<file path="src/rtl/clefia_con_gen.sv">
// clefia_con_gen: on-the-fly generator for the CLEFIA key-schedule constants CON(k)_i.
// Ports:
//   clk, rst_n            clock and asynchronous active-low reset
//   start, key_len        begin a sequence (00=128, 01=192, 10=256, 11=illegal -> err pulse)
//   abort                 synchronous return to IDLE, overrides everything else
//   busy, err, done       status: not idle, illegal key length, last beat accepted
//   out_valid, out_ready  beat handshake
//   out_con               WPB constants per beat, lowest index in the most significant word
//   out_idx, out_last     index of the MSW constant, beat holds CON_{N-1}
module clefia_con_gen #(
    parameter int WPB = 4
) (
    input  logic              clk,
    input  logic              rst_n,
    input  logic              start,
    input  logic [1:0]        key_len,
    input  logic              abort,
    output logic              busy,
    output logic              err,
    output logic              out_valid,
    input  logic              out_ready,
    output logic [32*WPB-1:0] out_con,
    output logic [6:0]        out_idx,
    output logic              out_last,
    output logic              done
);
    localparam int BW = 32 * WPB;
    localparam logic [15:0] P = 16'hb7e1;
    localparam logic [15:0] Q = 16'h243f;

    generate
        if (WPB != 2 && WPB != 4) begin : g_bad_wpb
            $error("clefia_con_gen: WPB must be 2 or 4");
        end
    endgenerate

    typedef enum logic [1:0] {IDLE, GEN, HOLD} state_t;

    state_t       state, state_nx;
    logic [15:0]  t, t_nx, iv;
    logic [6:0]   n, n_sel, idx;
    logic         cnt, gen_end, accept, hs, last_hit;
    logic [31:0]  con_e, con_o;
    logic [BW-1:0] beat;

    assign accept   = state == IDLE && start && key_len != 2'b11;
    assign gen_end  = cnt == 1'(WPB / 2 - 1);
    assign hs       = out_valid && out_ready;
    assign last_hit = idx + 7'(WPB) == n;
    assign iv       = key_len == 2'd0 ? 16'h428a : key_len == 2'd1 ? 16'h7137 : 16'hb5c0;
    assign n_sel    = key_len == 2'd0 ? 7'd60 : key_len == 2'd1 ? 7'd84 : 7'd92;
    assign con_e    = {t ^ P, ~t[14:0], ~t[15]};
    assign con_o    = {~t ^ Q, t[7:0], t[15:8]};
    // Multiplication by x^-1: fold the reduction polynomial back in when the low bit drops out.
    assign t_nx     = t[0] ? (((t ^ 16'ha831) >> 1) | 16'h8000) : (t >> 1);

    always_ff @(posedge clk or negedge rst_n) begin
        if (!rst_n) state <= IDLE;
        else        state <= state_nx;
    end

    always_comb begin
        state_nx = state;
        if (abort)               state_nx = IDLE;
        else if (state == IDLE)  state_nx = accept ? GEN : IDLE;
        else if (state == GEN)   state_nx = gen_end ? HOLD : GEN;
        else if (hs)             state_nx = last_hit ? IDLE : GEN;
    end

    always_comb begin
        busy      = state != IDLE;
        out_valid = state == HOLD;
        out_last  = out_valid && last_hit;
        out_con   = beat;
        out_idx   = idx;
    end

    always_ff @(posedge clk or negedge rst_n) begin
        if (!rst_n) begin
            t    <= '0;
            n    <= '0;
            idx  <= '0;
            cnt  <= 1'b0;
            beat <= '0;
            err  <= 1'b0;
            done <= 1'b0;
        end else begin
            err  <= !abort && state == IDLE && start && key_len == 2'b11;
            done <= !abort && hs && last_hit;
            if (!abort) begin
                if (accept) begin
                    t   <= iv;
                    n   <= n_sel;
                    idx <= '0;
                    cnt <= 1'b0;
                end else if (state == GEN) begin
                    t    <= t_nx;
                    // Older words move toward the MSW; truncation drops the stale ones.
                    beat <= BW'({beat, con_e, con_o});
                    cnt  <= !gen_end;
                end else if (hs && !last_hit) begin
                    idx <= idx + 7'(WPB);
                end
            end
        end
    end
endmodule

</file>
<file path="config.mk">
export PLATFORM = sky130hd
export DESIGN_NAME = clefia_con_gen
export DESIGN_NICKNAME = d
export VERILOG_FILES = /design/src/rtl/clefia_con_gen.sv
export SDC_FILE = /design/constraint.sdc
export NUM_CORES = 1
export LEC_CHECK = 0
export ABC_AREA = 1
export CAP_MARGIN = 10
export CORE_AREA = 3 3 110 112
export DETAILED_ROUTE_END_ITERATION = 10
export DIE_AREA = 0 0 113 115
export PLACE_DENSITY_LB_ADDON = 0.12
export SETUP_SLACK_MARGIN = 0.2
export SYNTH_ARGS = -nofsm -noshare
export SYNTH_HDL_FRONTEND = slang
export SYNTH_SLANG_ARGS = --single-unit
</file>
<file path="constraint.sdc">
create_clock -name clk -period 2.14 [get_ports clk]
set_input_delay 0.321 -clock clk [delete_from_list [all_inputs] [get_ports clk]]
set_output_delay 0.321 -clock clk [all_outputs]
set_load 0.02 [all_outputs]
</file>
* Yosys cells after proc, flatten, opt, wreduce, memory -nomap -nowiden
Index checks and enable logic that the tools add are counted.
** Word-level totals
- Memories :: 0
- Bits in latches :: 0
- Output and inout port bits :: 140
- Input port bits :: 7
- Bits in read-only memories :: 0
- RAM bits :: 0
- Flip-flop bits (word level) :: 163
** Operators by class
- Multiply operators :: 0
- Add/subtract/negate cells :: 1
- Div/mod/pow operators :: 0
- Bitwise logic cells :: 8
- Equal/unequal tests :: 7
- Shift operators :: 0
- Muxes and demuxes :: 19
- Order comparisons :: 0
- Reductions and logical operators :: 23
** Operators with widths (count)
- 16-bit 2-to-1 mux :: 5
- 7-bit 2-to-1 mux :: 4
- 16-bit inverter :: 1
- 15-bit inverter :: 1
- 1-bit logical AND :: 10
- 2-bit 2-to-1 mux :: 5
- 10-bit inverter :: 1
- 8-bit inverter :: 1
- 7-bit by 3-bit adder with 7-bit output, second input constant :: 1
- 7-bit equality test :: 1
- 6-bit inverter :: 1
- 3-bit AND reduction :: 2
- 2-bit nonzero test :: 3
- 2-bit by 1-bit equality test with 1-bit output, second input constant :: 2
- 2-bit equality test, second input constant :: 2
- 2-bit logical NOT :: 2
- 1-bit 2-to-1 mux :: 4
- 4-bit 2-to-1 mux :: 1
- 2-bit inequality test, second input constant :: 2
- 2-bit AND reduction :: 2
- 4-bit nonzero test :: 1
- 1-bit logical NOT :: 3
- 1-bit inverter :: 3

* Logic depth before layout (Yosys ltp)
Gate-level depths: netlist of run 1.
- Word-level depth :: 7
- Gate-level depth with buffers :: 12
- Gate-level depth less buffers :: 12

* Worst setup path after synthesis of run 1
OpenSTA, ideal clock, no wires.
- Kind :: register to output
- Start point :: register idx[2], in the netlist out_idx[2]
- End point :: output out_last
- Buffers on the path :: 0
- Slack :: 0.100 ns
- Stages on the path, launching flop included :: 7
- Data arrival time :: 1.719 ns
- Path through :: dfrtp_1 ha_1 xnor2_1 nand2_1 nor2_1 nand3_2 nor3_1
** Between the ends
- Word-level cells in the longest chain between the ends :: 3
** RTL lines
- start: declaration :: RTL line 41 : logic [6:0] n, n_sel, idx;
- start signal: assignment :: RTL line 102 : idx <= idx + 7'(WPB);
- 7-bit by 3-bit adder with 7-bit output :: RTL line 49 : assign last_hit = idx + 7'(WPB) == n;
- 7-bit equality test :: RTL line 49
- 1-bit logical AND :: RTL line 73 : out_last = out_valid && last_hit;
- end: declaration :: RTL line 24 : output logic out_last,
Every way passes these cells.

* Worst setup path in the final report of run 1
Same ends and word-level chain as after synthesis.

==> flow_summary.rst, run 1 <==
.. list-table::
   :header-rows: 1

   * - Metric
     - Value
   * - Outcome
     - complete, but fails checks
   * - Violated checks
     - hold timing
   * - Type of the worst setup path
     - reg -> out
   * - Number of gates on the worst path with buffers counted
     - 7
   * - All-layer global routing usage
     - 15.0%
   * - Register clock-pin slew on the reported worst setup and hold paths
     - 0.06 ns
   * - Launch point of the worst path
     - out_idx[2]
   * - Final Util
     - 52.1%
   * - Final hold violation count
     - 15
   * - Commonest cells after routing, fill and taps aside
     - clkdlybuf4s50_1 (141), dfrtp_1 (94), nand2_1 (75)
   * - Layout cell share with drive strength beyond 1
     - 9.90%
   * - Chip Width
     - 113 microns
   * - Root cell of the clock tree
     - clkbuf_16
   * - Post-layout min period
     - 2.02 ns
   * - Post-route clock skew
     - 0.00560 ns
   * - Total inserted antenna cells
     - 0
   * - DRC violation total after the first TritonRoute iteration
     - 169
   * - Floorplan core area
     - 11300 sq um
   * - Routed wire length per instance
     - 13.5 microns
   * - Vertical die dimension
     - 115 microns
   * - Maximum frequency from static timing analysis
     - 496 MHz
   * - Clock latency on the worst-skew pair
     - 0.33 ns
   * - Worst slack on hold paths
     - -0.0203 ns
   * - Placement Setup Slack
     - -0.0959 ns
   * - Register-to-register setup slack
     - 0.46 ns
   * - Number of instances in the synthesized netlist
     - 483
   * - Total Power Consumption
     - 10.3 mW
   * - CP delay by family, top
     - flip-flops
   * - Area of combinational cells with multiple inputs
     - 1270 sq um
   * - Relative slew margins
     - 60.3%
   * - Largest net degree at the start of global routing
     - 51
   * - CP Cell Sequence
     - ha_4 -> xnor2_2 -> nand2_1 -> nor2_2 -> nand3_2 -> nor3_2 -> buf_4
   * - Count of input and output buffers
     - 144
   * - Post-Place Cells
     - 703
   * - Min setup slack post-route
     - 0.124 ns
   * - Placed cell area
     - 5600 sq um
   * - Post-route cell area
     - 5900 sq um
   * - Synthesized flop and latch total
     - 94
   * - Detailed Routing Iterations Pass 1
     - 4
   * - Dpl hpwl
     - 7.17 mm
   * - Top flip-flop cell by instance count after synthesis
     - dfrtp_1
   * - Number of buffers created by CTS
     - 9
   * - Ratio of total power to cell area
     - 1750 nW/um^2
   * - Unrepaired setup endpoints after global routing
     - yes
   * - CTS sink cnt
     - 94
   * - Number of inserted filler cells in the final layout
     - 1054
   * - Depth of the CTS H-tree
     - 3
   * - I/O pins
     - 147
   * - Kind of end point of the critical path
     - primary output
   * - Critical-path cell with the highest stage delay
     - dfrtp_1
   * - Number of distinct library cells after synthesis
     - 34
   * - Number of global-route vias before repair
     - 3190
   * - Worst slew pin tran
     - 0.595 ns
   * - Max Buffers Root-to-Sink
     - 2
   * - Count of unresolved DRC violations after routing
     - 0
   * - Worst Reg-to-Reg Cells
     - 11
   * - Number of warnings issued by yosys
     - 0
   * - Initial antenna violation count
     - 0
   * - Worst r2r src
     - out_idx[2]
   * - Count of nets after finishing
     - 579
   * - Count of final max-slew check failures
     - 0
   * - Syn_area_per_cell
     - 9.19 sq um
   * - CP bufs+invs
     - 1
   * - Count of flip-flops with a built-in enable after synthesis
     - 0
   * - Num rows
     - 39
   * - Final setup TNS
     - 0 ns
   * - Delay of the slowest cell on the worst path
     - 0.42 ns
   * - Number of routed nets with antenna violations
     - 0
   * - Initial core utilization
     - 39.2%
   * - Peak VDD IR
     - 0.833 mV
   * - Clock tree from TritonCTS
     - done
   * - Final wirelength
     - 9.68 mm
   * - Final weighted congestion in routability-driven placement
     - 0.812
   * - Launching element type of the critical path
     - flop
   * - Count of endpoints failing setup in the final report
     - 0
   * - HP Class
     - in -> async
   * - Static leakage
     - 2.77 nW
   * - Gr ovfl total
     - 0
   * - Required time of the worst setup path
     - 1.82 ns
   * - Flip-flop and latch area
     - 2350 sq um
   * - Number of maximum-capacitance constraint violations
     - 0
   * - Post-route clock period utilization
     - 94.2%
   * - Count of placed standard cells in the final layout, fillers left out
     - 719
   * - Number of vias in the routed layout
     - 3363
   * - Synthesis-to-finish area growth
     - 33.0%
   * - Total setup buffers inserted after CTS
     - 0
   * - Proportion of synthesized chip area in sequential cells
     - 53.0%
   * - Arrival time worst endpoint
     - 1.69 ns
   * - Wire length of the first global-routing pass
     - 15.9 mm
   * - Commonest non-fill, non-tap cell in the layout
     - clkdlybuf4s50_1
   * - Mean number of vias per cell
     - 4.68
   * - Syn Std Cell Area
     - 4440 sq um
   * - Async set-reset flop share out of synthesis
     - 100%
   * - Die area
     - 13000 sq um
   * - Worst-path fanout max
     - 2
-- cells in the mapped netlist (2+ instances only) --
master / count / area, sq um
dfrtp_1: 94 / 2350
nand2_1: 75 / 282
buf_4: 70 / 526
inv_1: 59 / 221
o21ai_0: 51 / 255
nor2_1: 29 / 109
a21oi_1: 19 / 95.1
o21bai_1: 16 / 120
nand3_1: 14 / 70.1
a31oi_1: 5 / 31.3
buf_2: 5 / 25.0
buf_6: 5 / 56.3
nand2_2: 4 / 25.0
clkbuf_1: 3 / 11.3
nand2_4: 3 / 33.8
nand4_1: 3 / 18.8
nor3_1: 3 / 15.0
xnor2_1: 3 / 26.3
inv_2: 2 / 7.51
nand3_2: 2 / 20.0
nor2_2: 2 / 12.5
o21ai_1: 2 / 10.0
o21ai_2: 2 / 17.5
o22ai_1: 2 / 12.5
-- routing by layer --
layer | global-route usage (%) | part of all wire (%) | vias to the layer above
met5 | 0 | 0 | -
met4 | 4.97 | 1.7 | 0
met3 | 3.47 | 5.7 | 15
met2 | 24.6 | 48 | 101
met1 | 19.9 | 45 | 1598
li1 | - | - | 1649
-- repair_timing --
action	in CTS	in global routing
setup endpoints to repair	1	2
hold buffers	0	0
gates resized for setup	7	3
-- cells by family after synthesis --
| logic type | Yosys count | synth area share [%] |
|---|---|---|
| AOI/OAI and AO/OA | 102 | 13.2 |
| xor gates and xnor gates | 3 | 0.592 |
| adders and majority gates | 1 | 0.282 |
| buffers and inverters | 145 | 19.2 |
| DFF | 94 | 53.0 |
| muxes | 1 | 0.254 |
| other | 1 | 0.0845 |
| and+or+nand+nor | 136 | 13.3 |
-- where the power goes --
group	internal [mW]	switching (mW)
Combinational	2.65	2.99
Clock	0.819	0.655
Sequential	2.57	0.636
Total	6.03	4.28
-- area by class of cell --
type	instances	share of cell area, %
Multi-Input combinational cell	245	21.5
Tap cell	143	3.03
Timing Repair Buffer	159	26.9
Clock buffer	11	4.11
Inverter	62	3.98
Sequential cell	94	39.8
Clock inverter	5	0.593
-- flip-flops by register name (all words and copies together), names as in the netlist --
signal / count
cnt: 1
done: 1
err: 1
n: 4
out_con: 64
out_idx: 5
state: 2
t: 16
-- final timing paths --
path | endpoint
min in group clk | out_con[98]
hold reg to reg | out_con[98]
setup reg to reg | out_idx[2]
max in group asynchronous | t[11]
hold / removal | out_con[80]
setup / recovery | out_last
Note: power is estimated with default switching activity, not from simulation.
==> inputs of run 2 (changes only) <==
- CORE_AREA: 3 3 110 112 -> 2 2 102 104
- DIE_AREA: 0 0 113 115 -> 0 0 104 106
==> run 2 against run 1 <==
The run now ends clean; worst hold slack better by 0.43 ns; critical path depth unchanged; clock skew is 0.0086 ns higher; utilization rose by 5.9 points; critical path type unchanged.
==> flow_summary.rst, run 2 (synthesis gave the netlist of run 1 again) <==
.. list-table::
   :header-rows: 1

   * - Metric
     - Value
   * - Outcome
     - finished clean
   * - Num rows
     - 37 (-5.1%)
   * - Static leakage
     - 2.73 nW (-1.6%)
   * - Count of final max-slew check failures
     - 0 (unchanged)
   * - Worst-path fanout max
     - 2 (unchanged)
   * - Commonest non-fill, non-tap cell in the layout
     - clkdlybuf4s50_1
   * - Max Buffers Root-to-Sink
     - 2 (unchanged)
   * - Clock tree from TritonCTS
     - done
   * - Count of nets after finishing
     - 577 (-0.35%)
   * - Type of the worst setup path
     - reg -> out
   * - Commonest cells after routing, fill and taps aside
     - clkdlybuf4s50_1 (140), dfrtp_1 (94), nand2_1 (75)
   * - Post-route clock period utilization
     - 94.7% (+0.54 points)
   * - I/O pins
     - 147 (unchanged)
   * - Count of endpoints failing setup in the final report
     - 0 (unchanged)
   * - Post-layout min period
     - 2.03 ns (+0.0116 ns)
   * - Depth of the CTS H-tree
     - 3 (unchanged)
   * - Peak VDD IR
     - 0.858 mV (+3.0%)
   * - Unrepaired setup endpoints after global routing
     - yes
   * - Clock latency on the worst-skew pair
     - 0.36 ns (+0.03 ns)
   * - CTS sink cnt
     - 94 (unchanged)
   * - Number of global-route vias before repair
     - 3261 (+2.2%)
   * - All-layer global routing usage
     - 17.4% (+2.3 points)
   * - Number of maximum-capacitance constraint violations
     - 0 (unchanged)
   * - CP delay by family, top
     - flip-flops
   * - Required time of the worst setup path
     - 1.82 ns (about the same)
   * - Area of combinational cells with multiple inputs
     - 1270 sq um (unchanged)
   * - Mean number of vias per cell
     - 4.63 (-1.0%)
   * - Number of inserted filler cells in the final layout
     - 909 (-14%)
   * - Wire length of the first global-routing pass
     - 15.6 mm (-1.5%)
   * - Flip-flop and latch area
     - 2350 sq um (unchanged)
   * - Die area
     - 11000 sq um (-15%)
   * - Layout cell share with drive strength beyond 1
     - 9.41% (-0.49 points)
   * - Post-route clock skew
     - 0.0142 ns (+0.00862 ns)
   * - Final hold violation count
     - 0 (-15)
   * - Launching element type of the critical path
     - flop
   * - Register clock-pin slew on the reported worst setup and hold paths
     - 0.10 ns (+0.04 ns)
   * - Vertical die dimension
     - 106 microns (-7.8%)
   * - Final weighted congestion in routability-driven placement
     - 0.814 (+0.28%)
   * - Routed wire length per instance
     - 13.0 microns (-3.7%)
   * - Maximum frequency from static timing analysis
     - 493 MHz (-0.57%)
   * - Number of vias in the routed layout
     - 3287 (-2.3%)
   * - Total inserted antenna cells
     - 0 (unchanged)
   * - DRC violation total after the first TritonRoute iteration
     - 86 (-49%)
   * - Count of unresolved DRC violations after routing
     - 0 (unchanged)
   * - Arrival time worst endpoint
     - 1.71 ns (+0.02 ns)
   * - Number of routed nets with antenna violations
     - 0 (unchanged)
   * - Largest net degree at the start of global routing
     - 70 (+37%)
   * - Initial core utilization
     - 44.4% (+5.2 points)
   * - Chip Width
     - 104 microns (-8.0%)
   * - Initial antenna violation count
     - 0 (unchanged)
   * - Synthesis-to-finish area growth
     - 30.7%
   * - Min setup slack post-route
     - 0.113 ns (-0.0116 ns)
   * - Total setup buffers inserted after CTS
     - 0 (unchanged)
   * - HP Class
     - in -> async
   * - Final wirelength
     - 9.20 mm (-4.9%)
   * - Kind of end point of the critical path
     - primary output
   * - Worst slack on hold paths
     - 0.412 ns (+0.432 ns)
   * - Delay of the slowest cell on the worst path
     - 0.43 ns (about the same)
   * - Dpl hpwl
     - 6.78 mm (-5.4%)
   * - CP bufs+invs
     - 1 (unchanged)
   * - Critical-path cell with the highest stage delay
     - dfrtp_1
   * - Worst Reg-to-Reg Cells
     - 11 (unchanged)
   * - Final setup TNS
     - 0 ns (unchanged)
   * - Worst r2r src
     - out_idx[3]
   * - Number of buffers created by CTS
     - 9 (unchanged)
   * - Count of input and output buffers
     - 144 (unchanged)
   * - Detailed Routing Iterations Pass 1
     - 4 (unchanged)
   * - Ratio of total power to cell area
     - 1730 nW/um^2 (-1.2%)
   * - Max FFs per register
     - 64 (unchanged)
   * - Reg-to-reg critical path endpoint
     - out_idx[5]
   * - CP Cell Sequence
     - ha_4 -> xnor2_2 -> nand2_1 -> nor2_2 -> nand3_2 -> nor3_2 -> buf_4
   * - Root cell of the clock tree
     - clkbuf_8
   * - Gr ovfl total
     - 0 (unchanged)
   * - Register-to-register setup slack
     - 0.46 ns (about the same)
   * - Floorplan core area
     - 10000 sq um (-12%)
   * - Launch point of the worst path
     - out_idx[3]
   * - Placement Setup Slack
     - -0.0590 ns (+0.0370 ns)
## run 2: area by class of cell
class	instances	area share, %
clock buffers	9	2.14
clock inverters	7	1.49
inverters	62	4.06
multi-input cells	245	21.9
flip-flops and latches	94	40.6
well taps	136	2.93
repair buffers	157	26.9
## run 2: timing repair
| action | in CTS | in global routing |
|---|---|---|
| hold endpoints to repair | 25 | 0 |
| hold buffers | 1 | 0 |
| pin swaps | 2 | 1 |
| resized for setup | 6 | 4 |
| endpoints found under the setup margin | 2 | 3 |
## run 2: power breakdown
group	leakage, nW	switching [mW]	internal [mW]	total, mW
sequential	1.14	0.634	2.56	3.19
clock	0.104	0.664	0.567	1.23
combinational	1.49	2.97	2.62	5.59
## run 2: stage by stage
| step | std cells | power (mW) | utilization, % | instance area (sq um) |
|---|---|---|---|---|
| floorplan | 484 | 6.80 | - | 4450 |
| global placement | 693 | 8.72 | 55.6 | 5560 |
| detailed placement | 693 | 8.82 | 55.6 | 5560 |
| CTS | 710 | 10.1 | 57.8 | 5780 |
| global route | 710 | 10.7 | 58.0 | 5800 |
| finish | 710 | 10.0 | 58.0 | 5800 |
## run 2: per-layer routing
layer | track usage (%) | share of wire [%] | vias up
met1 | 22.2 | 45 | 1545
met2 | 29.3 | 48 | 98
met3 | 4.17 | 6.0 | 8
li1 | - | - | 1636
met5 | 0 | 0 | -
met4 | 5.69 | 1.1 | 0
## run 2: worst max path at each step
stage / cells past startpoint / slack [ns] / end
detailed placement: 7 / -0.06 / out_last
finish: 7 / 0.11 / out_last
CTS: 7 / 0.01 / out_last
global route: 7 / -0.06 / out_last
global placement: 7 / -0.02 / out_last
floorplan: 6 / 0.27 / out_last
